`src/rtl/vrased_reset_ctrl.sv`:
```
// Security reset controller: turns monitor violations into a held system reset
// that is only released once the CPU fetches the reset handler.
module vrased_reset_ctrl #(
    parameter int unsigned HOLD_CYCLES   = 8,
    parameter logic [15:0] RESET_HANDLER = 16'hfffe
) (
    input  logic        clk,
    input  logic        reset,
    input  logic [15:0] pc,
    input  logic        viol_atom,
    input  logic        viol_key,
    input  logic        viol_dma,
    output logic        sys_reset,
    output logic [2:0]  cause,
    output logic [7:0]  viol_cnt,
    output logic        busy
);

    localparam int unsigned CNT_W  = 4;
    localparam int unsigned VCNT_W = 8;
    localparam logic [CNT_W-1:0]  RELOAD   = CNT_W'(HOLD_CYCLES - 1);
    localparam logic [VCNT_W-1:0] VCNT_MAX = {VCNT_W{1'b1}};

    typedef enum logic [1:0] {
        IDLE     = 2'd0,
        HOLD     = 2'd1,
        WAIT_VEC = 2'd2
    } state_t;

    state_t             state, state_nxt;
    logic [CNT_W-1:0]   cnt, cnt_nxt;
    logic [2:0]         cause_nxt;
    logic [VCNT_W-1:0]  viol_cnt_nxt;
    logic [2:0]         viol_bits;
    logic               any_viol;

    assign viol_bits = {viol_dma, viol_key, viol_atom};
    assign any_viol  = |viol_bits;

    // State register; reset boots the platform straight into a held reset.
    always_ff @(posedge clk or posedge reset) begin
        if (reset) begin
            state     <= HOLD;
            cnt       <= RELOAD;
            cause     <= 3'b000;
            viol_cnt  <= '0;
            sys_reset <= 1'b1;
            busy      <= 1'b1;
        end else begin
            state     <= state_nxt;
            cnt       <= cnt_nxt;
            cause     <= cause_nxt;
            viol_cnt  <= viol_cnt_nxt;
            sys_reset <= (state_nxt != IDLE);
            busy      <= (state_nxt != IDLE);
        end
    end

    // Next-state logic; a fresh violation always restarts the hold window.
    always_comb begin
        state_nxt    = state;
        cnt_nxt      = cnt;
        cause_nxt    = cause;
        viol_cnt_nxt = viol_cnt;
        case (state)
            IDLE: begin
                if (any_viol) begin
                    state_nxt = HOLD;
                    cnt_nxt   = RELOAD;
                    cause_nxt = viol_bits;
                    if (viol_cnt != VCNT_MAX) begin
                        viol_cnt_nxt = viol_cnt + VCNT_W'(1);
                    end
                end
            end
            HOLD: begin
                if (any_viol) begin
                    cnt_nxt   = RELOAD;
                    cause_nxt = cause | viol_bits;
                end else if (cnt == '0) begin
                    state_nxt = WAIT_VEC;
                end else begin
                    cnt_nxt = cnt - CNT_W'(1);
                end
            end
            WAIT_VEC: begin
                if (any_viol) begin
                    state_nxt = HOLD;
                    cnt_nxt   = RELOAD;
                    cause_nxt = cause | viol_bits;
                end else if (pc == RESET_HANDLER) begin
                    state_nxt = IDLE;
                end
            end
            default: begin
                state_nxt = HOLD;
                cnt_nxt   = RELOAD;
            end
        endcase
    end

endmodule

```
`config.mk`:
```
export PLATFORM = sky130hd
export DESIGN_NAME = vrased_reset_ctrl
export DESIGN_NICKNAME = d
export VERILOG_FILES = /design/src/rtl/vrased_reset_ctrl.sv
export SDC_FILE = /design/constraint.sdc
export NUM_CORES = 1
export LEC_CHECK = 0
export ABC_AREA = 0
export CELL_PAD_IN_SITES_DETAIL_PLACEMENT = 1
export CELL_PAD_IN_SITES_GLOBAL_PLACEMENT = 1
export CORE_ASPECT_RATIO = 1.5
export CORE_MARGIN = 3
export CORE_UTILIZATION = 34
export CTS_CLUSTER_DIAMETER = 150
export DETAILED_ROUTE_END_ITERATION = 8
export PLACE_DENSITY_LB_ADDON = 0.1
export REMOVE_ABC_BUFFERS = 1
export SLEW_MARGIN = 10
export SYNTH_ARGS = -nofsm -noshare
export SYNTH_HDL_FRONTEND = slang
export SYNTH_SLANG_ARGS = --single-unit
```
`constraint.sdc`:
```
create_clock -name clk -period 2.21 [get_ports clk]
set_input_delay 0.3315 -clock clk [delete_from_list [all_inputs] [get_ports clk]]
set_output_delay 0.3315 -clock clk [all_outputs]
set_load 0.02 [all_outputs]
```
==> results.md <==
* Synth Area in Simple Gates at 0.241
* Synth Area in Compound Gates at 0.133
* Final #Nets at 171
* Dpl hpwl at 2370 um
* Clk Latency, worst-skew pair at 0.26 ns
* Vias/cell at 5.29
* Mapped Area at 1060 sq um
* Synth area leader: dfrtp_1
* Final setup fails at 0
* Peak supply drop at 0.511 mV
* Result of the run: completed
* Proportion of synthesized area in mux cells at 0
* CTS tree: done
* DRT iter0 DRCs at 10
* Worst slew pin tran at 0.699 ns
* Synthesized instance count at 108
* Top Ports at 34
* Post-Synth Adder-Cell Area at 0.0710
* Vias in the first global route at 1134
* ANT cells at 0
* Combinational family with the most area after synthesis: simple AND/OR/NAND/NOR gates
* Root Buffer: clkbuf_8
* Final Cycle Share at 0.871
* Top-count cell post-synth: nand2_1
* Setup Fix Bufs, Post-CTS at 0
* Antenna-violating nets left at 0
* Worst EP arrival at 2.10 ns
* Worst Hold Class: input port to asynchronous set/reset pin
* Crit end category: flop
* # DRC at 0
* WL/cell at 15.8 um
* Post-synth EDFFs at 0
* Sequential share of the synthesized area at 0.432
* Place WS at 0.163 ns
* Non-Filler Instances at 182
* WS Path Type: flop to flop
* GRT Total Usage at 0.181
* Startpoint types: flop
* Die height at 74.3 um
* Max Slew Vio Count at 0
* H-tree levels at 1
* # rows at 24
* YS warnings at 0
* Final core occ at 0.497
* Initial DRT Pass Iterations at 3
* Syn avg cell area at 9.79 sq um
* Worst Clk Skew at 0.00529 ns
* Grt ovf at 0
* Unrepaired setup endpoints after global routing: no
* Die area at 3830 sq um
* Slew margin rel. at 0.533
* Tmin final at 1.93 ns
* Worst setup margin at 0.284 ns
* #FFs+latches synth at 18
* CTS Hold Bufs at 0
* Max-cap viol count at 0
* P&R area growth vs syn at 38.2%
* CTS clk-pin slew, worst paths at 0.07 ns
* First-pass GRT wire length at 5200 um
* Top post-synthesis cells by count: 14 x nand2_1, 13 x dfrtp_1, 9 x inv_1, 8 x nand4_1
* TritonCTS Sinks at 18
* Synth Area in XOR/XNOR at 0.0580
* Buffers on Ports at 33
* Share of layout cells above drive strength 1 at 0.0979
* Distinct cells, synth at 35
* CP max FO at 6
* Synth top area cells: dfrtp_1 31%, dfstp_2 12%, ha_1 7.1%, nand2_1 5.0%, nand4_1 4.7%
* CTS buffer count at 3
* Final WL at 2880 um
* Placed cells at 178
* Setup_tns at 0 ns
* Vias at 962
* Main flop type after synthesis: dfrtp_1
* CTS resizes at 0
* Core footprint at 2940 sq um
* Share of Yosys cell area claimed by the top area cell type at 0.308
* Fin. Hold Viols at 0
* R2R depth at 6
* Synth async-reset ratio at 1.00
* Antenna violations before repair at 0
* Achievable Freq at 0.519 GHz
* Clk buf depth at 2
* Die X at 51.5 um
* Gpl congestion at 0.692
* Critical Path RT at 2.39 ns
* Largest net degree at the start of global routing at 19
* Initial Util at 0.359
* Power Density at 952 nW/um^2
* Leak pwr at 0.656 nW
-- logic make-up after synthesis --
family	count (synthesis)
and+or+nand+nor	43
AOI/OAI and AO/OA	21
DFF	18
buffers and inverters	13
xor gates and xnor gates	7
adders and majority gates	6
-- stage by stage --
step	total power, mW	instance area [sq um]	hold slack, ns
6_report	1.39	1460	0.488
2_1_floorplan	0.872	1020	0.266
5_1_grt	1.51	1460	0.546
4_1_cts	1.41	1460	0.507
3_3_place_gp	1.14	1420	0.470
3_5_place_dp	1.16	1420	0.489
-- final cells by class --
type,count,area (sq um)
multi-input combinational,77,532
tap,39,48.8
inverter,9,33.8
clock buffer,4,45.0
timing repair buffer,35,345
sequential,18,457
fill,375,1480
-- flip-flops by register name, summed over array words and instances (netlist names) --
signal	count
viol_cnt	8
cnt	4
cause	3
state	2
busy	1
-- layer usage --
layer	routed length [um]	GRT usage
met3	154	0.0401
met2	1670	0.344
met4	52	0.0845
met1	1000	0.183
met5	0	0
-- report_power, final --
group	switching [mW]	internal (mW)	leakage, nW	total (mW)
logic	0.319	0.305	0.418	0.624
clock network	0.111	0.128	0.0228	0.239
registers	0.105	0.424	0.215	0.529
total	0.535	0.857	0.656	1.39
-- worst max-delay path: stages (launching register included) --
cell       delay [ns]
dfstp_2          0.57
inv_1            0.06
ha_1             0.22
or3b_1           0.40
nor2_8           0.04
a2bb2oi_1        0.19
or3b_1           0.36
-- cells in the final DEF, fill, tap and decap left out, types with 2 or more instances in the layout --
cell type,instances
dfrtp_1,13
or3b_1,2
a2bb2oi_1,2
nand2_1,14
xnor2_1,4
buf_4,2
nand4_1,8
dfstp_2,5
clkdlybuf4s50_1,33
nor3_1,4
nand4b_1,2
nor4_1,2
xor2_1,3
ha_1,6
inv_1,9
nand3_1,3
clkbuf_8,3
a21oi_1,5
o21ai_0,6
-- path summary, 6_finish.rpt --
kind	start	endpoint	slack, ns
worst max register to register	cnt[0]	busy	0.28
min in group clk	cause[2]	cause[2]	0.50
worst max-delay path	cnt[0]	busy	0.28
worst min-delay path	reset	viol_cnt[3]	0.49
worst min register to register	cause[2]	cause[2]	0.50
max in group asynchronous	reset	state[1]	1.27
(Power assumes the default switching activity.)
